## src/rtl/riscv_hazard_pkg.sv

```systemverilog
// Shared types and constants for the RISC-V pipeline hazard controller.
// Holds the FSM state encoding, the control-bundle struct and its builders.
package riscv_hazard_pkg;

   typedef enum logic [1:0] {
      RUN      = 2'd0,
      MEM_WAIT = 2'd1,
      FAULT    = 2'd2
   } hz_state_e;

   localparam logic [4:0] REG_ZERO = 5'd0;

   typedef struct packed {
      logic pc_stall;
      logic if_id_stall;
      logic id_ex_stall;
      logic ex_mem_stall;
      logic if_id_flush;
      logic id_ex_flush;
      logic mem_fault;
   } hz_ctrl_t;

   localparam hz_ctrl_t CTRL_NONE = '0;

   // A freeze holds every register and masks all flushes.
   function automatic hz_ctrl_t ctrl_freeze(input logic fault);
      hz_ctrl_t c;
      c             = CTRL_NONE;
      c.pc_stall     = 1'b1;
      c.if_id_stall  = 1'b1;
      c.id_ex_stall  = 1'b1;
      c.ex_mem_stall = 1'b1;
      c.mem_fault    = fault;
      return c;
   endfunction

   // Redirect kills the ID instruction, so it outranks a load-use bubble.
   function automatic hz_ctrl_t ctrl_resolve(input logic redirect, input logic load_use);
      hz_ctrl_t c;
      c = CTRL_NONE;
      if (redirect) begin
         c.if_id_flush = 1'b1;
         c.id_ex_flush = 1'b1;
      end else if (load_use) begin
         c.pc_stall    = 1'b1;
         c.if_id_stall = 1'b1;
         c.id_ex_flush = 1'b1;
      end
      return c;
   endfunction

   function automatic int cnt_width(input int timeout);
      return (timeout <= 0) ? 1 : $clog2(timeout + 1);
   endfunction

endpackage

```

## src/rtl/riscv_hazard_ctrl_if.sv

```systemverilog
// Hazard-controller signal bundle: pipeline observations in, stall/flush controls out.
// RISCV_HAZARD_PERF_EN adds the two performance-counter outputs.
interface riscv_hazard_ctrl_if;

   logic [4:0]  id_rs1_addr;
   logic [4:0]  id_rs2_addr;
   logic        id_uses_rs1;
   logic        id_uses_rs2;
   logic [4:0]  ex_rd_addr;
   logic        ex_mem_read;
   logic        ex_redirect;
   logic        dmem_req;
   logic        dmem_ready;
   logic        fault_ack;

   logic        pc_stall;
   logic        if_id_stall;
   logic        id_ex_stall;
   logic        ex_mem_stall;
   logic        if_id_flush;
   logic        id_ex_flush;
   logic        mem_fault;
`ifdef RISCV_HAZARD_PERF_EN
   logic [31:0] perf_stall_cycles;
   logic [31:0] perf_flush_count;
`endif

   // Controller side.
   modport slave (
      input  id_rs1_addr, id_rs2_addr, id_uses_rs1, id_uses_rs2,
      input  ex_rd_addr, ex_mem_read, ex_redirect,
      input  dmem_req, dmem_ready, fault_ack,
      output pc_stall, if_id_stall, id_ex_stall, ex_mem_stall,
      output if_id_flush, id_ex_flush, mem_fault
`ifdef RISCV_HAZARD_PERF_EN
      , output perf_stall_cycles, perf_flush_count
`endif
   );

   // Pipeline side.
   modport master (
      output id_rs1_addr, id_rs2_addr, id_uses_rs1, id_uses_rs2,
      output ex_rd_addr, ex_mem_read, ex_redirect,
      output dmem_req, dmem_ready, fault_ack,
      input  pc_stall, if_id_stall, id_ex_stall, ex_mem_stall,
      input  if_id_flush, id_ex_flush, mem_fault
`ifdef RISCV_HAZARD_PERF_EN
      , input perf_stall_cycles, perf_flush_count
`endif
   );

endinterface

```

## src/rtl/riscv_load_use_detect.sv

```systemverilog
// Combinational load-use detector: the instruction in ID reads the rd of a load in EX.
module riscv_load_use_detect
   import riscv_hazard_pkg::*;
(
   input  logic       ex_mem_read_i,
   input  logic [4:0] ex_rd_addr_i,
   input  logic [4:0] id_rs1_addr_i,
   input  logic [4:0] id_rs2_addr_i,
   input  logic       id_uses_rs1_i,
   input  logic       id_uses_rs2_i,
   output logic       load_use_o
);

   logic rs1_hit;
   logic rs2_hit;

   assign rs1_hit    = id_uses_rs1_i && (id_rs1_addr_i == ex_rd_addr_i);
   assign rs2_hit    = id_uses_rs2_i && (id_rs2_addr_i == ex_rd_addr_i);
   // x0 is hardwired to zero, so a load targeting it never creates a dependency.
   assign load_use_o = ex_mem_read_i && (ex_rd_addr_i != REG_ZERO) && (rs1_hit || rs2_hit);

endmodule

```

## src/rtl/riscv_hazard_ctrl.sv

```systemverilog
// Pipeline hazard controller: load-use bubbles, redirect flushes, dmem freeze, timeout fault.
// Define RISCV_HAZARD_PERF_EN to add the stall-cycle and flush-count performance counters.
module riscv_hazard_ctrl
   import riscv_hazard_pkg::*;
#(
   parameter int MEM_TIMEOUT = 16
) (
   input  logic                 clk,
   input  logic                 rst_n,
   riscv_hazard_ctrl_if.slave   hz
);

   localparam int             CNT_W     = cnt_width(MEM_TIMEOUT);
   localparam logic [CNT_W-1:0] CNT_LIMIT = CNT_W'(MEM_TIMEOUT);
   localparam logic           TIMEOUT_EN = (MEM_TIMEOUT != 0);

   hz_state_e        state_q, state_d;
   logic [CNT_W-1:0] cnt_q, cnt_d;
   hz_ctrl_t         ctrl_d;
   hz_ctrl_t         ctrl_out;
   logic             load_use;

   riscv_load_use_detect u_lu (
      .ex_mem_read_i (hz.ex_mem_read),
      .ex_rd_addr_i  (hz.ex_rd_addr),
      .id_rs1_addr_i (hz.id_rs1_addr),
      .id_rs2_addr_i (hz.id_rs2_addr),
      .id_uses_rs1_i (hz.id_uses_rs1),
      .id_uses_rs2_i (hz.id_uses_rs2),
      .load_use_o    (load_use)
   );

   // NOTE: every signal written here gets a default first, so no path can infer a latch.
   always_comb begin
      state_d = state_q;
      cnt_d   = cnt_q;
      ctrl_d  = CTRL_NONE;
      case (state_q)
         RUN: begin
            if (hz.dmem_req && !hz.dmem_ready) begin
               ctrl_d  = ctrl_freeze(1'b0);
               state_d = MEM_WAIT;
               cnt_d   = CNT_W'(1);
            end else begin
               ctrl_d = ctrl_resolve(hz.ex_redirect, load_use);
            end
         end
         MEM_WAIT: begin
            if (!hz.dmem_ready) begin
               ctrl_d = ctrl_freeze(1'b0);
               if (TIMEOUT_EN && (cnt_q == CNT_LIMIT)) begin
                  state_d = FAULT;
               end else begin
                  cnt_d = cnt_q + CNT_W'(1);
               end
            end else begin
               // A redirect held in the frozen ID/EX register takes effect on release.
               ctrl_d  = ctrl_resolve(hz.ex_redirect, load_use);
               state_d = RUN;
               cnt_d   = '0;
            end
         end
         FAULT: begin
            ctrl_d = ctrl_freeze(1'b1);
            if (hz.fault_ack) begin
               state_d = RUN;
               cnt_d   = '0;
            end
         end
         default: begin
            state_d = RUN;
            cnt_d   = '0;
         end
      endcase
   end

   // Controls must read zero the instant reset asserts, not at the next edge.
   assign ctrl_out = rst_n ? ctrl_d : CTRL_NONE;

   // NOTE: sequential state uses non-blocking assignments so every flop samples pre-edge values.
   always_ff @(posedge clk or negedge rst_n) begin
      if (!rst_n) begin
         state_q <= RUN;
         cnt_q   <= '0;
      end else begin
         state_q <= state_d;
         cnt_q   <= cnt_d;
      end
   end

   assign hz.pc_stall     = ctrl_out.pc_stall;
   assign hz.if_id_stall  = ctrl_out.if_id_stall;
   assign hz.id_ex_stall  = ctrl_out.id_ex_stall;
   assign hz.ex_mem_stall = ctrl_out.ex_mem_stall;
   assign hz.if_id_flush  = ctrl_out.if_id_flush;
   assign hz.id_ex_flush  = ctrl_out.id_ex_flush;
   assign hz.mem_fault    = ctrl_out.mem_fault;

`ifdef RISCV_HAZARD_PERF_EN
   logic [31:0] perf_stall_q;
   logic [31:0] perf_flush_q;

   always_ff @(posedge clk or negedge rst_n) begin
      if (!rst_n) begin
         perf_stall_q <= '0;
         perf_flush_q <= '0;
      end else begin
         if (ctrl_out.pc_stall)    perf_stall_q <= perf_stall_q + 32'd1;
         if (ctrl_out.id_ex_flush) perf_flush_q <= perf_flush_q + 32'd1;
      end
   end

   assign hz.perf_stall_cycles = perf_stall_q;
   assign hz.perf_flush_count  = perf_flush_q;
`endif

endmodule

```

## src/flat_wrapper.sv

```systemverilog
// flat-port wrapper written by rule: the top's interface ports become plain ports
module riscv_hazard_ctrl_flat import riscv_hazard_pkg::*;
#(
   parameter int MEM_TIMEOUT = 16
)
  (clk, rst_n, hz_id_rs1_addr, hz_id_rs2_addr, hz_id_uses_rs1, hz_id_uses_rs2, hz_ex_rd_addr, hz_ex_mem_read, hz_ex_redirect, hz_dmem_req, hz_dmem_ready, hz_fault_ack, hz_pc_stall, hz_if_id_stall, hz_id_ex_stall, hz_ex_mem_stall, hz_if_id_flush, hz_id_ex_flush, hz_mem_fault);
  riscv_hazard_ctrl_if hz_i ();
  input  logic clk;
  input  logic rst_n;
  input wire logic [$bits(hz_i.id_rs1_addr)-1:0] hz_id_rs1_addr;
  input wire logic [$bits(hz_i.id_rs2_addr)-1:0] hz_id_rs2_addr;
  input wire logic [$bits(hz_i.id_uses_rs1)-1:0] hz_id_uses_rs1;
  input wire logic [$bits(hz_i.id_uses_rs2)-1:0] hz_id_uses_rs2;
  input wire logic [$bits(hz_i.ex_rd_addr)-1:0] hz_ex_rd_addr;
  input wire logic [$bits(hz_i.ex_mem_read)-1:0] hz_ex_mem_read;
  input wire logic [$bits(hz_i.ex_redirect)-1:0] hz_ex_redirect;
  input wire logic [$bits(hz_i.dmem_req)-1:0] hz_dmem_req;
  input wire logic [$bits(hz_i.dmem_ready)-1:0] hz_dmem_ready;
  input wire logic [$bits(hz_i.fault_ack)-1:0] hz_fault_ack;
  output wire logic [$bits(hz_i.pc_stall)-1:0] hz_pc_stall;
  output wire logic [$bits(hz_i.if_id_stall)-1:0] hz_if_id_stall;
  output wire logic [$bits(hz_i.id_ex_stall)-1:0] hz_id_ex_stall;
  output wire logic [$bits(hz_i.ex_mem_stall)-1:0] hz_ex_mem_stall;
  output wire logic [$bits(hz_i.if_id_flush)-1:0] hz_if_id_flush;
  output wire logic [$bits(hz_i.id_ex_flush)-1:0] hz_id_ex_flush;
  output wire logic [$bits(hz_i.mem_fault)-1:0] hz_mem_fault;
  assign hz_i.id_rs1_addr = hz_id_rs1_addr;
  assign hz_i.id_rs2_addr = hz_id_rs2_addr;
  assign hz_i.id_uses_rs1 = hz_id_uses_rs1;
  assign hz_i.id_uses_rs2 = hz_id_uses_rs2;
  assign hz_i.ex_rd_addr = hz_ex_rd_addr;
  assign hz_i.ex_mem_read = hz_ex_mem_read;
  assign hz_i.ex_redirect = hz_ex_redirect;
  assign hz_i.dmem_req = hz_dmem_req;
  assign hz_i.dmem_ready = hz_dmem_ready;
  assign hz_i.fault_ack = hz_fault_ack;
  assign hz_pc_stall = hz_i.pc_stall;
  assign hz_if_id_stall = hz_i.if_id_stall;
  assign hz_id_ex_stall = hz_i.id_ex_stall;
  assign hz_ex_mem_stall = hz_i.ex_mem_stall;
  assign hz_if_id_flush = hz_i.if_id_flush;
  assign hz_id_ex_flush = hz_i.id_ex_flush;
  assign hz_mem_fault = hz_i.mem_fault;
  riscv_hazard_ctrl #(.MEM_TIMEOUT(MEM_TIMEOUT)) u_core (.clk(clk), .rst_n(rst_n), .hz(hz_i));
endmodule
```

## config.mk

```make
export PLATFORM = sky130hd
export DESIGN_NAME = riscv_hazard_ctrl_flat
export DESIGN_NICKNAME = d
export VERILOG_FILES = /design/src/rtl/riscv_hazard_pkg.sv /design/src/rtl/riscv_hazard_ctrl_if.sv /design/src/rtl/riscv_load_use_detect.sv /design/src/rtl/riscv_hazard_ctrl.sv /design/src/flat_wrapper.sv
export SDC_FILE = /design/constraint.sdc
export NUM_CORES = 1
export LEC_CHECK = 0
export CAP_MARGIN = 5
export CORE_MARGIN = 2
export CORE_UTILIZATION = 39
export DETAILED_ROUTE_END_ITERATION = 7
export GPL_TIMING_DRIVEN = 0
export HOLD_SLACK_MARGIN = 0.02
export PLACE_DENSITY = 0.82
export SKIP_CTS_REPAIR_TIMING = 1
export SYNTH_ARGS = -nofsm -noshare
export SYNTH_HDL_FRONTEND = slang
export SYNTH_HIERARCHICAL = 1
export SYNTH_SLANG_ARGS = --single-unit
```

## constraint.sdc

```tcl
create_clock -name clk -period 1.8 [get_ports clk]
set_clock_uncertainty 0.05 [all_clocks]
set_input_delay 0.36 -clock clk [delete_from_list [all_inputs] [get_ports clk]]
set_output_delay 0.36 -clock clk [all_outputs]
set_load 0.01 [all_outputs]
```

==> impl_metrics.ini <==
[hold_path]
hold_class = register to register
holdPathEnd = u_core/cnt_q[4]
min-delay-start = u_core/cnt_q[4]
holdPathStages = 1

[power]
power_density_nw_per_um2 = 480
peakVddDrop_mv = 0.230
static-leakage-power_nw = 0.557

[die]
num_io_pins = 31
floorplan.initialDensity = 0.420
die_h_um = 44.5
die_area_sq_um = 1980
die_x_um = 44.5
placementRows = 14
coreArea_sq_um = 1520

[critical_path]
r2r-start = u_core/cnt_q[0]
cp.required_ns = 1.39
crit_fanout = 2
worst_r2r_endpoint = u_core/state_q[0]
end_kind = output pin
startpoint_type = primary input
crit_arrival_ns = 1.71
rr_worst_depth = 4
path_class = primary input to output pin
worst-r2r-setup-slack_ns = 0.20

[final_layout]
fillers = 119
final_core_util = 0.698
syn_to_final_growth_pct = 66.0
layout.nets = 132
layout-drive-gt1-share = 0.381
stdcell_area_sq_um = 1060
n_antenna_cell = 0

[logic_synthesis]
synth_top_area_share = 0.273
synthCells = 69
synth.distinct_cells = 33
synth-seq-cells = 7
ys_warn_count = 6
synth_area_leaders = dfrtp_1 (27%), xor2_1 (11%), a22oi_1 (4.7%), xnor2_1 (4.1%), ha_1 (3.9%)
syn_area_per_cell_sq_um = 9.28
yosysTopAreaCell = dfrtp_1
syn_area_sq_um = 641
synth-seq-area-share = 0.273
syn-num-nets = 95

[sta]
rsz0062_at_grt = yes
maxSlewHeadroom = 0.667
worstMarginPinSlew_ns = 0.497
setup_tns_ns = -0.729
post-route-min-period_ns = 2.12
finalHoldViolCount = 0
period_share = 1.18
timing.fmax_mhz = 471
final_max_slew_viol_count = 0
finalSetupViolCount = 3
setup_slack_ns = -0.323

[outcome]
violations = setup timing
status = complete, but fails checks

[routing]
drc = 0
wl_met2_um = 905
routedLengthMet1_um = 631
ant_nets = 0
wl_met3_um = 141
drt_wl_total_mm = 1.71
dr.pass1.iters = 5
drtIter0Drc = 14
wl_per_cell_um = 14.1
viasPerCell = 5.45
vias = 660
highest-signal-layer = met4

[clock_network]
clkTransAtPathRegs_ns = 0.06
clock_path_buffers = 2
cts_sinks = 7
cts-htree-levels = 1
numCtsBuffers = 3
cts-root-buf = clkbuf_4
clk_latency_ns = 0.26
cts_tree = built

[global_routing]
grtUsageTotal = 0.172
grt_start_max_net_pins = 12
grt_pass1_wl_mm = 2.54
antenna_found_initial = 0
overflow = 0
grt_pass1_vias = 640

[place]
dpl-instance-area_sq_um = 968
hpwl_mm = 1.24
port_buffers = 30
place.gp.congestion = 0.843

[run]
maxCapViolations = 0
[registers in the layout, summed over array words and instances (netlist names)]
signal          cells
u_core/cnt_q        5
u_core/state_q      2
[power by group]
part           total, W  leakage (nW)  switching (W)  internal [W]
registers      0.000180        0.0918      0.0000123      0.000168
clock network  0.000152        0.0150      0.0000670     0.0000852
logic          0.000178         0.450      0.0000779     0.0000998
total          0.000510         0.557       0.000157      0.000353
[layer usage]
layer,global-route usage,vias to the layer above
met5,0,-
met4,0.0727,0
met3,0.0327,7
met2,0.328,37
met1,0.178,293
li1,-,323
[cell usage in the layout, fill, tap and decap left out, types with 2 or more instances in the layout]
master           instances
dlymetal6s2s_1          10
dfrtp_1                  6
buf_2                    2
nor2_1                   2
clkdlybuf4s50_1          5
clkbuf_4                 3
o21ai_0                  2
xor2_1                   6
xor2_2                   2
nand2_1                  3
xnor2_1                  3
ha_1                     2
clkbuf_2                 6
inv_1                    4
nor4_2                   2
mux2i_1                  2
a21oi_2                  2
buf_4                    3
a22oi_1                  4
nand3_1                  4
nand3b_1                 2
buf_6                    7
[cell usage after synthesis, drive strengths merged]
cell type	number
a2111oi	1
a21oi	3
a22o	1
a22oi	4
and2	1
and3	1
and4bb	1
buf	3
dfrtp	7
ha	2
inv	4
mux2i	2
nand2	3
nand2b	1
nand3	4
nand3b	2
nand4	1
nor2	4
nor3b	1
nor4	2
o211a	1
o21ai	3
o21ba	1
o31a	1
o32ai	1
or2b	1
or3b	1
or4	1
xnor2	3
xor2	8
[cell type report]
class | count | area (sq um) | share of cell area
Buffer | 3 | 26.3 | 0.0247
Clock buffer | 4 | 26.3 | 0.0247
Inverter | 4 | 15.0 | 0.0141
Multi-Input combinational cell | 55 | 484 | 0.455
Sequential cell | 7 | 176 | 0.166
Tap cell | 16 | 20.0 | 0.0188
Timing Repair Buffer | 32 | 315 | 0.296
[worst max path at each step]
stage	from	endpoint
floorplan	hz_ex_rd_addr[2]	hz_pc_stall
global placement	hz_ex_rd_addr[0]	hz_pc_stall
detailed placement	hz_ex_rd_addr[0]	hz_pc_stall
CTS	hz_ex_rd_addr[0]	hz_pc_stall
global route	hz_id_rs2_addr[1]	hz_pc_stall
finish	hz_id_rs1_addr[1]	hz_pc_stall
[cell families (layout without fill, tap and decap cells)]
family | count (synthesis) | in the layout | share of synthesized area
compound gates | 16 | 16 | 0.193
xor+xnor | 11 | 11 | 0.150
flops | 7 | 7 | 0.273
buf+inv | 7 | 43 | 0.0644
simple gates | 24 | 24 | 0.248
mux | 2 | 2 | 0.0313
fa+ha+maj | 2 | 2 | 0.0391
[stage by stage]
stage	worst slack, ns	hold slack [ns]	std cells	total power [W]
after global routing	-0.442	0.452	121	0.000538
after CTS	-1.05	0.381	119	0.000503
after floorplan	-0.0378	0.0144	69	0.000260
final	-0.323	0.418	121	0.000510
after detailed placement	-1.05	0.420	115	0.000353
after global placement	-1.04	0.410	115	0.000347
[critical path, cell delays in order]
cell	delay, ns
buf_6	0.10
xor2_2	0.16
nor4_2	0.28
nand3_1	0.12
a21oi_2	0.17
buf_4	0.13
nand2b_4	0.05
a21oi_2	0.14
buf_4	0.12
buf_6	0.09
Power figures use the tool's default switching activity.
